$ cat src/rtl/mem_arbiter_pkg.sv
// Shared definitions for the two-master memory arbiter: FSM encoding and
// read-latency counter width.
package mem_arbiter_pkg;

  localparam logic [1:0] ST_IDLE  = 2'd0;
  localparam logic [1:0] ST_ISSUE = 2'd1;
  localparam logic [1:0] ST_WAIT  = 2'd2;
  localparam logic [1:0] ST_DONE  = 2'd3;

  localparam int CNT_W = 3;

  typedef enum logic [1:0] {
    S_IDLE  = ST_IDLE,
    S_ISSUE = ST_ISSUE,
    S_WAIT  = ST_WAIT,
    S_DONE  = ST_DONE
  } state_e;

endpackage

$ cat src/rtl/rr_pick.sv
// Two-way round-robin picker: a lone requester wins outright, a tie goes to
// whichever master was not granted last.
module rr_pick (
  input  logic [1:0] req,
  input  logic       last,
  output logic       gnt,
  output logic       valid
);

  // NOTE: every output is assigned on every path through always_comb, so no
  // latch can be inferred.
  always_comb begin
    valid = |req;
    gnt   = (req == 2'b11) ? ~last : req[1];
  end

endmodule

$ cat src/rtl/mem_arbiter.sv
// Round-robin arbiter sharing one single-port memory between the CPU
// (master 0) and the DMA engine (master 1); all memory-side outputs registered.
module mem_arbiter
  import mem_arbiter_pkg::*;
#(
  parameter int AW     = 20,
  parameter int DW     = 8,
  parameter int RD_LAT = 1
) (
  input  logic          clock,
  input  logic          resetn,
  input  logic          m0_req,
  input  logic [AW-1:0] m0_address,
  input  logic [DW-1:0] m0_data,
  input  logic          m0_we,
  output logic          m0_ack,
  output logic [DW-1:0] m0_q,
  input  logic          m1_req,
  input  logic [AW-1:0] m1_address,
  input  logic [DW-1:0] m1_data,
  input  logic          m1_we,
  output logic          m1_ack,
  output logic [DW-1:0] m1_q,
  output logic [AW-1:0] mem_address,
  output logic [DW-1:0] mem_data,
  output logic          mem_wren,
  input  logic [DW-1:0] mem_q,
  output logic          busy,
  output logic          owner
);

  localparam logic [CNT_W-1:0] LP_LAT = CNT_W'(RD_LAT);

  state_e             r_state;
  logic [CNT_W-1:0]   r_cnt;
  logic               r_m0_ack;
  logic               r_m1_ack;
  logic [DW-1:0]      r_m0_q;
  logic [DW-1:0]      r_m1_q;
  logic [AW-1:0]      r_mem_address;
  logic [DW-1:0]      r_mem_data;
  logic               r_mem_wren;
  logic               r_busy;
  logic               r_owner;

  logic               w_gnt;
  logic               w_valid;

  rr_pick u_rr_pick (
    .req   ({m1_req, m0_req}),
    .last  (r_owner),
    .gnt   (w_gnt),
    .valid (w_valid)
  );

  // NOTE: all state is updated with non-blocking assignments so every register
  // sees the pre-edge values of the others, independent of statement order.
  always_ff @(posedge clock or negedge resetn) begin
    if (!resetn) begin
      r_state       <= S_IDLE;
      r_cnt         <= '0;
      r_m0_ack      <= 1'b0;
      r_m1_ack      <= 1'b0;
      r_m0_q        <= '0;
      r_m1_q        <= '0;
      r_mem_address <= '0;
      r_mem_data    <= '0;
      r_mem_wren    <= 1'b0;
      r_busy        <= 1'b0;
      r_owner       <= 1'b1;
    end else begin
      // Acks and the write strobe are single-cycle pulses.
      r_m0_ack   <= 1'b0;
      r_m1_ack   <= 1'b0;
      r_mem_wren <= 1'b0;
      case (r_state)
        S_IDLE: begin
          if (w_valid) begin
            r_mem_address <= w_gnt ? m1_address : m0_address;
            r_mem_data    <= w_gnt ? m1_data    : m0_data;
            r_mem_wren    <= w_gnt ? m1_we      : m0_we;
            r_owner       <= w_gnt;
            r_busy        <= 1'b1;
            r_state       <= S_ISSUE;
          end
        end
        S_ISSUE: begin
          // The write strobe doubles as the record of the granted access type.
          if (r_mem_wren) begin
            r_m0_ack <= ~r_owner;
            r_m1_ack <= r_owner;
            r_state  <= S_DONE;
          end else begin
            r_cnt   <= LP_LAT;
            r_state <= S_WAIT;
          end
        end
        S_WAIT: begin
          r_cnt <= r_cnt - 1'b1;
          if (r_cnt == CNT_W'(1)) begin
            if (r_owner) r_m1_q <= mem_q;
            else         r_m0_q <= mem_q;
            r_m0_ack <= ~r_owner;
            r_m1_ack <= r_owner;
            r_state  <= S_DONE;
          end
        end
        S_DONE: begin
          r_busy  <= 1'b0;
          r_state <= S_IDLE;
        end
        default: r_state <= S_IDLE;
      endcase
    end
  end

  assign m0_ack      = r_m0_ack;
  assign m1_ack      = r_m1_ack;
  assign m0_q        = r_m0_q;
  assign m1_q        = r_m1_q;
  assign mem_address = r_mem_address;
  assign mem_data    = r_mem_data;
  assign mem_wren    = r_mem_wren;
  assign busy        = r_busy;
  assign owner       = r_owner;

endmodule

$ cat config.mk
export PLATFORM = sky130hd
export DESIGN_NAME = mem_arbiter
export DESIGN_NICKNAME = d
export VERILOG_FILES = /design/src/rtl/mem_arbiter_pkg.sv /design/src/rtl/rr_pick.sv /design/src/rtl/mem_arbiter.sv
export SDC_FILE = /design/constraint.sdc
export NUM_CORES = 1
export LEC_CHECK = 0
export BUFFER_PORTS_ARGS = -buffer_cell sky130_fd_sc_hd__buf_2
export CAP_MARGIN = 20
export CORE_MARGIN = 4
export CORE_UTILIZATION = 51
export CTS_BUF_LIST = sky130_fd_sc_hd__clkbuf_4 sky130_fd_sc_hd__clkbuf_8
export DETAILED_ROUTE_END_ITERATION = 16
export GPL_ROUTABILITY_DRIVEN = 0
export HOLD_SLACK_MARGIN = 0.1
export PLACE_DENSITY = 0.87
export SYNTH_ARGS = -nofsm -noshare
export SYNTH_HDL_FRONTEND = slang
export SYNTH_SLANG_ARGS = --single-unit
export TNS_END_PERCENT = 20
$ cat constraint.sdc
create_clock -name clock -period 4.35 [get_ports clock]
set_clock_uncertainty 0.2 [all_clocks]
set_input_delay 0.435 -clock clock [delete_from_list [all_inputs] [get_ports clock]]
set_output_delay 0.435 -clock clock [all_outputs]
set_load 0.02 [all_outputs]
-- After elaboration in Yosys (flattened, before gate mapping)
Cells that the tools add are included.
- register bits: 54
- input port bits: 70
- output and inout port bits: 49
- word-level logic and storage cells: 51
- equal/unequal tests: 8
- bitwise operators: 1
- mux-type cells: 20
- reductions and logical operators: 10
- add/subtract/negate cells: 1
- operators by type and width (operator ; count):
    $mux 20 ; 1
    $mux 1 ; 10
    $mux 8 ; 1
    $pmux 2 s4 ; 1
    $reduce_and 2->1 ; 4
    $eq 2x2->1 const B ; 3
    $pmux 1 s2 ; 3
    $pmux 3 s2 ; 1
    $reduce_and 3->1 ; 2
    $mux 2 ; 2
    $ne 2x2->1 const B ; 2
    $reduce_bool 2->1 ; 2
    $eq 3x1->1 const B ; 1
    $mux 3 ; 1
    $sub 3x1->3 const B ; 1
    $eq 2x1->1 const B ; 1
    $logic_not 2->1 ; 1
    $ne 2x1->1 const B ; 1
    $reduce_or 2->1 ; 1
    $not 1->1 ; 1

-- Logic depth before layout (Yosys ltp)
Gate-level depths: netlist (run 1).
- word-level depth: 5
- gate-level depth with buffers: 6
- mapped depth without buffers: 5

-- Modules after synthesis
From an unflattened synthesis (run 1), not the netlist that was laid out.
- cell total of the unflattened synthesis: 214
- area, all modules: 2483.6 um^2
- by module, submodules not included (module ; cells each ; area each (um^2) ; times used ; sequential area each (um^2)):
    mem_arbiter ; 212 ; 2469.9 ; 1 ; 1352.5
    rr_pick ; 2 ; 13.8 ; 1 ; 0.0

-- Worst setup path after synthesis (run 1)
No wires, ideal clock.
- kind: register to register
- from: register r_state[0]
- to: register r_m0_q[0] (netlist: m0_q[0])
- arrival: 1.528 ns
- setup time: 0.125 ns
- path slack: 2.497 ns
- stages on the path, launching flop included: 7
- buffers on the path: 1
- period minus slack after synthesis: 1.853 ns
- cell sequence: dfrtp_1 inv_1 ha_1 and3b_1 and2_4 buf_6 mux2_4
- cells in the longest elaborated chain, start to end: 2
- ends and longest elaborated chain (what ; RTL line ; RTL):
    start, declared ; mem_arbiter.sv:34 ; state_e r_state;
    start signal, assigned ; mem_arbiter.sv:60 ; r_state <= S_IDLE;
    start signal, assigned ; mem_arbiter.sv:84 ; r_state <= S_ISSUE;
    start signal, assigned ; mem_arbiter.sv:92 ; r_state <= S_DONE;
    $eq 2x2->1 ; mem_arbiter.sv:76 ; case (r_state)
    $reduce_and 3->1 (no source line) ; - ;
    end signal, assigned ; mem_arbiter.sv:102 ; else r_m0_q <= mem_q;
    end, declared ; mem_arbiter.sv:38 ; logic [DW-1:0] r_m0_q;
No other way between the ends.
A chain may end at the register's enable or synchronous reset.

-- Final worst setup path (run 1)
- from: register r_state[0]
- to: register r_mem_data[0] (netlist: mem_data[0])
- cells in the longest elaborated chain, start to end: 2
- ends and longest elaborated chain (what ; RTL line ; RTL):
    $logic_not 2->1 ; mem_arbiter.sv:76 ;
    $reduce_and 2->1 (no source line) ; - ;
    end signal, assigned ; mem_arbiter.sv:80 ; r_mem_data <= w_gnt ? m1_data : m0_data;
    end, declared ; mem_arbiter.sv:41 ; logic [DW-1:0] r_mem_data;
No other way between the ends.

==> results of run 1 <==
-- final cells by class --
cell class	count	area, um2
clock inverter	1	7.507
sequential	54	1353
clock buffer	7	83.83
multi-input combinational	172	1006
timing repair buffer	121	623.1
inverter	5	18.77
fill	369	1533
tap	54	67.56
-- synth_stat cells, types with 2 or more instances --
master / instances
a21oi_1: 2
nor2_1: 36
ha_1: 6
a31oi_1: 29
mux2_2: 9
o21ai_0: 3
buf_4: 4
buf_2: 7
inv_1: 5
a21bo_2: 2
nand2_1: 62
mux2_4: 8
dfrtp_1: 53
-- worst max-delay path by stage --
stage | depth (start not counted) | to | slack (ps) | start
2_1_floorplan | 6 | m0_q[0] | 2500 | r_state[0]
3_3_place_gp | 4 | mem_data[4] | 2230 | m0_req
3_5_place_dp | 4 | mem_address[9] | 2140 | r_state[0]
4_1_cts | 4 | mem_address[9] | 2130 | r_state[0]
5_1_grt | 5 | mem_address[8] | 1920 | r_state[0]
6_report | 5 | mem_data[0] | 2140 | r_state[0]
-- kinds of logic (layout without fill, tap and decap cells) --
logic type	after synthesis	after routing	synth area share [%]
fa+ha+maj	6	6	3.050
buf+inv	19	134	4.219
compound gates	43	43	11.64
simple gates	106	106	17.13
flops	54	54	54.96
mux	17	17	8.999
-- flip-flops by register name (all words and copies together), names as in the netlist --
name	count
m1_ack	1
owner	1
r_cnt	3
m0_q	8
m1_q	8
busy	1
mem_wren	1
r_state	2
mem_address	20
m0_ack	1
mem_data	8
-- worst max-delay path, stage by stage, from the launching register on --
cell and delay, ps:
dfrtp_1 420, inv_1 110, ha_1 280, o21a_2 810, nor2_1 90, a31oi_1 190
-- per-layer routing --
| layer | up-vias | track usage [%] |
|---|---|---|
| li1 | 1048 | - |
| met1 | 1011 | 23.62 |
| met2 | 84 | 33.07 |
| met3 | 9 | 4.872 |
| met4 | 0 | 7.829 |
| met5 | - | 0 |
-- per-stage QoR --
| step | std cells | total power, mW |
|---|---|---|
| floorplan | 245 | 1.757 |
| global placement | 404 | 2.079 |
| detailed placement | 405 | 2.135 |
| CTS | 414 | 2.424 |
| global route | 414 | 2.578 |
| finish | 414 | 2.401 |
-- what timing repair did --
item | in CTS | in global routing
hold endpoints to repair | 53 | 0
hold buffers | 1 | 0
resized for setup | 0 | 0
buffers inserted | 0 | 0
-- power by group through the flow --
stage          clock network [mW]  logic (mW)  registers, mW
2_1_floorplan                   0       0.588           1.17
3_3_place_gp                    0        1.18          0.898
3_5_place_dp                    0        1.23          0.907
4_1_cts                     0.290        1.23          0.903
5_1_grt                     0.310        1.33          0.934
6_report                    0.283        1.21          0.903
==> impl_metrics.env, run 1 <==
export IMPL_grt_start_max_net_pins=59
export IMPL_grt_pass1_wl_mm=9.418
export IMPL_io_buffers=118
export IMPL_finalSetupViolCount=0
export IMPL_holdPathStages=2
export IMPL_cts_path_max_buffers=2
export IMPL_dieArea_um2=6001
export IMPL_syn_inst=245
export IMPL_layout_nets=435
export IMPL_min_period_ps=2206
export IMPL_yosysSeqAreaShare_pct=54.96
export IMPL_hpwlAfterDp_mm=4.206
export IMPL_grt_ovfl_total=0
export IMPL_pwr_share_comb_pct=50.6
export IMPL_ys_ff_latch=54
export IMPL_synth_top_area_share_pct=53.89
export IMPL_r2r_start="r_state[0]"
export IMPL_tns_ps=0
export IMPL_final_common_cell="buf_2"
export IMPL_drt_met1_wl_mm=2.404
export IMPL_synthFlopType="dfrtp_1"
export IMPL_clk_pin_slew_ps=90
export IMPL_synth_top_area_cell="dfrtp_1"
export IMPL_die_x_um=77.47
export IMPL_min_to="owner"
export IMPL_floorplan_initialDensity_pct=52.45
export IMPL_rsz0062_at_grt="false"
export IMPL_startpoint_type="flop"
export IMPL_p_clk_share_pct=11.8
export IMPL_finalCritPeriodShare_pct=50.70
export IMPL_p_sw_share_pct=42.88
export IMPL_whs_ps=162.5
export IMPL_critPathMaxFanout=58
export IMPL_max_freq_mhz=453.4
export IMPL_timing_final_ws_setup_ps=2144
export IMPL_p_per_area_nw_per_um2=759.9
export IMPL_antenna_cells=0
export IMPL_switchingPower_mw=1.029
export IMPL_slew_headroom_pct=36.44
export IMPL_core_area_um2=4692
export IMPL_power_internal_mw=1.371
export IMPL_worst_r2r_setup_slack_ps=2140
export IMPL_slew_violations=0
export IMPL_postPlaceCellArea_um2=3058
export IMPL_utilization_pct=67.33
export IMPL_reg2reg_to="mem_data[0]"
export IMPL_outcome="finished clean"
export IMPL_drive_gt1_share_pct=42.22
export IMPL_syn_avg_cell_area_um2=10.05
export IMPL_design_area_um2=3159
export IMPL_synth_fp_nets=321
export IMPL_antenna_left=0
export IMPL_postRouteWirelength_mm=5.716
export IMPL_final_cell_mix="buf_2, nand2_1, dfrtp_1"
export IMPL_avgViaCountPerCell=5.198
export IMPL_worstPathRequired_ps=4370
export IMPL_highest_layer="met4"
export IMPL_route_met3_wl_um=412
export IMPL_synth_cell_types=32
export IMPL_route_vias_total=2152
export IMPL_wl_met2_mm=2.805
export IMPL_rows=25
export IMPL_worst_slew_pin_slew_ps=953.4
export IMPL_leakage_nw=1.604
export IMPL_grt_pass1_vias=2131
export IMPL_ir_drop_mv=0.3792
export IMPL_cts_inserted_buffers=5
export IMPL_ioPinCount=119
export IMPL_htreeDepth=2
export IMPL_async_reset_ff_share_pct=100.0
export IMPL_ys_warn_count=0
export IMPL_cp_arrival_ps=2220
export IMPL_place_ws_ps=2137
export IMPL_seqPwrFrac_pct=37.6
export IMPL_post_drt_wl_per_cell_um=13.81
export IMPL_synth_area_um2=2461
export IMPL_antenna_found_initial=0
export IMPL_critPathCaptureType="flop"
export IMPL_synth_edf_count=0
export IMPL_drt_pass1_iter_count=5
export IMPL_drv_cap=0
export IMPL_drc=0
export IMPL_area_delta_synth_final_pct=28.37
export IMPL_ff2ff_path_depth=5
export IMPL_cts_tree="built"
export IMPL_chipHeight_um=77.47
export IMPL_grt_usage_pct=19.45
export IMPL_crit_type="reg -> reg"
export IMPL_clock_latency_ps=300
export IMPL_hold_viol=0
export IMPL_cts_root_buffer="clkbuf_8"
export IMPL_min_from="m0_req"
export IMPL_hold_path_class="in -> reg"
export IMPL_drt_iter0_markers=101
export IMPL_netlist_top_cells_area="dfrtp_1, nand2_1, a31oi_1"
export IMPL_cts_sinks=54
(Power assumes the default switching activity.)
==> run 2, diff against run 1 <==
- CORE_UTILIZATION: 51 -> 43
- PLACE_DENSITY: 0.87 -> 0.78
- clock period: 4.35 -> 1.8 ns (I/O delays scaled with it)
==> impl_metrics.env, run 2 (synthesis gave the netlist of run 1 again) <==
export IMPL_hold_viol=0
export IMPL_hpwlAfterDp_mm=4.316
export IMPL_cp_arrival_ps=1700
export IMPL_antenna_left=0
export IMPL_timing_final_ws_setup_ps=76.15
export IMPL_grt_pass1_vias=2525
export IMPL_seqPwrFrac_pct=34.0
export IMPL_p_total_mw=6.469
export IMPL_multi_input_area_um2=1027
export IMPL_ioPinCount=119
export IMPL_cts_root_buffer="clkbuf_8"
export IMPL_ir_drop_mv=0.8210
export IMPL_grt_ovfl_total=0
export IMPL_postRouteWirelength_mm=7.566
export IMPL_seq_area_um2=1354
export IMPL_drt_pass1_iter_count=4
export IMPL_p_sw_share_pct=40.70
export IMPL_min_period_ps=1724
export IMPL_layout_nets=509
export IMPL_cts_setup_buffers=0
export IMPL_largest_reg_flops=20
export IMPL_hold_path_class="in -> async"
export IMPL_power_internal_mw=3.837
export IMPL_final_cell_mix="buf_2, dlygate4sd3_1, nand2_1"
export IMPL_drc=0
export IMPL_finalCritPeriodShare_pct=95.77
export IMPL_cts_tree="built"
export IMPL_core_area_um2=5540
export IMPL_pwr_share_comb_pct=51.1
export IMPL_post_place_cells=428
export IMPL_final_common_cell="buf_2"
export IMPL_drt_iter0_markers=121
export IMPL_postPlaceCellArea_um2=3148
export IMPL_dieArea_um2=6998
export IMPL_slew_headroom_pct=69.24
export IMPL_design_area_um2=4020
export IMPL_p_per_area_nw_per_um2=1609
export IMPL_chipHeight_um=83.66
export IMPL_grt_pass1_wl_mm=12.07
export IMPL_critPathMaxFanout=8
export IMPL_max_freq_mhz=580.1
export IMPL_cts_sinks=54
export IMPL_grt_usage_pct=21.10
export IMPL_crit_type="reg -> reg"
export IMPL_post_drt_wl_per_cell_um=14.95
export IMPL_switchingPower_mw=2.633
export IMPL_avgViaCountPerCell=4.941
export IMPL_route_vias_total=2500
export IMPL_drv_cap=0
export IMPL_layout_cells_non_filler=506
export IMPL_htreeDepth=2
export IMPL_area_delta_synth_final_pct=63.35
export IMPL_leakage_nw=1.955
export IMPL_worstPathRequired_ps=1780
export IMPL_antenna_found_initial=0
export IMPL_startpoint_type="flop"
export IMPL_p_clk_share_pct=14.9
export IMPL_cts_path_max_buffers=2
export IMPL_io_buffers=118
export IMPL_worst_slew_pin_slew_ps=461.5
export IMPL_grt_start_max_net_pins=59
export IMPL_antenna_cells=0
export IMPL_final_fill_count=371
export IMPL_cts_inserted_buffers=5
export IMPL_finalSetupViolCount=0
export IMPL_place_ws_ps=-5.186
export IMPL_clk_pin_slew_ps=90
export IMPL_critPathCaptureType="flop"
export IMPL_drive_gt1_share_pct=37.33
export IMPL_outcome="finished clean"
export IMPL_slew_violations=0
export IMPL_floorplan_initialDensity_pct=44.42
export IMPL_rows=27
export IMPL_rsz0062_at_grt="true"
export IMPL_die_x_um=83.66
export IMPL_clock_latency_ps=300
export IMPL_worst_r2r_setup_slack_ps=80
==> run 2: changes by cell type in the layout (fill, tap and decap cells not counted), sizes merged <==
cell	previous run	this run
bufinv	0	2
buf	120	125
clkinvlp	1	0
dlygate4sd3	1	69
==> run 2: per-layer routing <==
layer,routed length [um],GRT usage (%),up-vias
li1,-,-,1201
met1,3047,25.30,1158
met2,3763,36.37,125
met3,582,6.022,16
met4,172,6.871,0
met5,0,0,-
==> run 2: path summary, 6_finish.rpt <==
kind / from / endpoint / cells past startpoint
worst max-delay path: r_state[0] / m0_q[7] / 5
worst min-delay path: resetn / m1_q[0] / 2
worst max register to register: r_state[0] / m0_q[7] / 5
worst min register to register: m1_q[1] / m1_q[1] / 1
max in group asynchronous: resetn / mem_address[11] / 3
min in group clock: m1_q[1] / m1_q[1] / 1
==> run 2: power groups by stage <==
stage	registers [mW]	clock network, mW	logic, mW
after global placement	2.18	0	2.99
after CTS	2.17	0.989	3.21
after global routing	2.27	1.04	3.58
after detailed placement	2.19	0	3.09
final	2.20	0.965	3.31
after floorplan	2.83	0	1.44
==> run 2: final cells by class <==
class / count / area share, %
clock buffer: 6 / 2.054
clock inverter: 2 / 1.494
inverter: 5 / 0.4669
multi-input combinational: 172 / 25.55
sequential: 54 / 33.68
tap: 72 / 2.241
timing repair buffer: 195 / 34.52
==> run 2: timing repair <==
action / 4_1_cts / 5_1_grt
resized for setup: 1 / 4
setup endpoints to repair: 1 / 23
cloned: 0 / 1
hold buffers: 69 / 0
endpoints found under the hold margin: 101 / 0
pin swaps: 0 / 1
==> run 2: critical path, stage by stage, from the launching register on <==
cell	delay, ps
dfrtp_1	400
inv_2	100
ha_4	130
and3b_1	210
and2_4	250
mux2_4	320
==> run 2: through the flow <==
| stage | hold WS [ps] | TNS, ps | util (%) |
|---|---|---|---|
| 2_1_floorplan | -315.6 | 0 | - |
| 3_3_place_gp | -45.17 | 0 | 56.82 |
| 3_5_place_dp | -40.24 | -5.186 | 56.82 |
| 4_1_cts | 167.2 | 0 | 71.91 |
| 5_1_grt | 220.7 | -8.378 | 72.56 |
| 6_report | 181.3 | 0 | 72.56 |
==> run 3, diff against run 2 <==
- CORE_UTILIZATION: 43 -> 48
- PLACE_DENSITY: 0.78 -> 0.83
- clock period: 1.8 -> 1.6 ns (I/O delays scaled with it)
==> impl_metrics.env, run 3 (synthesis gave the netlist of run 1 again) <==
export IMPL_finalCritPeriodShare_pct=108.8
export IMPL_antenna_cells=0
export IMPL_drt_pass1_iter_count=5
export IMPL_post_drt_wl_per_cell_um=17.58
export IMPL_startpoint="r_state[1]"
export IMPL_p_clk_share_pct=9.9
export IMPL_grt_usage_pct=27.90
export IMPL_cts_root_buffer="clkbuf_8"
export IMPL_hpwlAfterDp_mm=4.446
export IMPL_final_common_cell="buf_2"
export IMPL_startpoint_type="flop"
export IMPL_grt_pass1_vias=2881
export IMPL_drv_cap=0
export IMPL_worst_slew_pin_slew_ps=290.8
export IMPL_dieArea_um2=6337
export IMPL_utilization_pct=84.72
export IMPL_ioPinCount=119
export IMPL_final_fill_count=244
export IMPL_core_area_um2=4848
export IMPL_crit_chain="inv_1 -> ha_2 -> o21a_4 -> buf_4 -> clkbuf_16 -> a31oi_1"
export IMPL_antenna_left=0
export IMPL_min_period_ps=1741
export IMPL_chipHeight_um=79.61
export IMPL_die_x_um=79.61
export IMPL_worstPathRequired_ps=1610
export IMPL_finalSetupViolCount=38
export IMPL_grt_start_max_net_pins=55
export IMPL_drive_gt1_share_pct=39.64
export IMPL_post_place_cells=430
export IMPL_cts_path_max_buffers=2
export IMPL_reg2reg_to="mem_address[14]"
export IMPL_cp_arrival_ps=1750
export IMPL_grt_pass1_wl_mm=13.63
export IMPL_cts_inserted_buffers=5
export IMPL_outcome="finished with violations"
export IMPL_max_freq_mhz=574.4
export IMPL_rows=25
export IMPL_postRouteWirelength_mm=8.985
export IMPL_crit_type="reg -> reg"
export IMPL_timing_final_ws_setup_ps=-141.0
export IMPL_switchingPower_mw=3.200
export IMPL_critPathMaxFanout=13
export IMPL_slowest_delay_ps=440
export IMPL_leakage_nw=1.996
export IMPL_drt_iter0_markers=193
export IMPL_critPathCaptureType="flop"
export IMPL_whs_ps=163.3
export IMPL_area_delta_synth_final_pct=66.90
export IMPL_drc=0
export IMPL_grt_ovfl_total=0
export IMPL_p_sw_share_pct=43.03
export IMPL_worst_r2r_setup_slack_ps=-140
export IMPL_slew_violations=0
export IMPL_cts_sinks=54
export IMPL_ff2ff_path_depth=6
export IMPL_layout_cells_non_filler=511
export IMPL_floorplan_initialDensity_pct=50.76
export IMPL_cts_tree="built"
export IMPL_hold_viol=0
export IMPL_avgViaCountPerCell=5.270
export IMPL_slowest_stage="dfrtp_1"
export IMPL_ir_drop_mv=1.100
export IMPL_violations="negative setup slack"
export IMPL_p_per_area_nw_per_um2=1810
export IMPL_r2r_start="r_state[1]"
export IMPL_hold_path_class="in -> async"
export IMPL_slew_headroom_pct=80.62
export IMPL_htreeDepth=2
export IMPL_rsz0062_at_grt="true"
export IMPL_final_cell_mix="buf_2, dlygate4sd3_1, nand2_1"
export IMPL_power_internal_mw=4.236
export IMPL_pwr_share_comb_pct=56.4
export IMPL_route_vias_total=2693
export IMPL_place_ws_ps=-114.5
export IMPL_clk_pin_slew_ps=110
export IMPL_antenna_found_initial=0
export IMPL_io_buffers=118
export IMPL_layout_nets=520
export IMPL_clock_latency_ps=310
export IMPL_seq_area_um2=1353
export IMPL_largest_reg_flops=20
export IMPL_seqPwrFrac_pct=33.7
export IMPL_multi_input_area_um2=1047
[run 3: repair_timing]
| action | CTS | global route |
|---|---|---|
| gates cloned | 0 | 2 |
| endpoints found under the setup margin | 33 | 49 |
| setup buffers | 2 | 1 |
| resized for setup | 4 | 5 |
| pin swaps | 3 | 3 |
| endpoints found under the hold margin | 101 | 0 |
| hold buffers | 69 | 0 |
[run 3: metal layers]
layer  vias up  global-route usage [%]  wire (um)
met4         0                   13.92        384
li1       1221                       -          -
met3        37                   5.756        607
met1      1287                   29.71       3158
met5         -                       0          0
met2       148                   51.59       4835
[run 3: layout make-up]
type | count | share of cell area, %
flip-flops and latches | 54 | 32.93
well taps | 67 | 2.041
inverters | 5 | 0.4569
clock buffers | 5 | 1.675
clock inverters | 2 | 0.3655
multi-input cells | 172 | 25.49
repair buffers | 206 | 37.04
[run 3: critical path: cells and delay by family (launching register included)]
family	cells	cell delay [ps]
fa+ha+maj	1	200
compound gates	2	390
buf+inv	3	400
flops	1	440
[run 3: metrics by stage]
| stage | TNS (ps) | power (mW) | instance area, um2 |
|---|---|---|---|
| after detailed placement | -1571 | 6.151 | 3232 |
| final | -2516 | 7.436 | 4108 |
| after global routing | -5629 | 7.900 | 4108 |
| after global placement | -625.9 | 5.998 | 3232 |
| after CTS | -2108 | 7.086 | 4031 |
| after floorplan | -3064 | 4.814 | 2477 |
[run 3: how the worst max path moves through the flow]
| stage | to |
|---|---|
| after detailed placement | m0_q[4] |
| after CTS | m0_q[4] |
| after global routing | mem_address[14] |
| final | mem_address[14] |
| after floorplan | m0_q[0] |
| after global placement | m0_q[7] |
[run 3: power by group through the flow]
stage | Sequential (mW) | Combinational, mW | Clock (mW)
floorplan | 3.19 | 1.63 | 0
global placement | 2.43 | 3.57 | 0
detailed placement | 2.46 | 3.69 | 0
CTS | 2.45 | 3.88 | 0.751
global route | 2.57 | 4.52 | 0.806
finish | 2.51 | 4.19 | 0.735
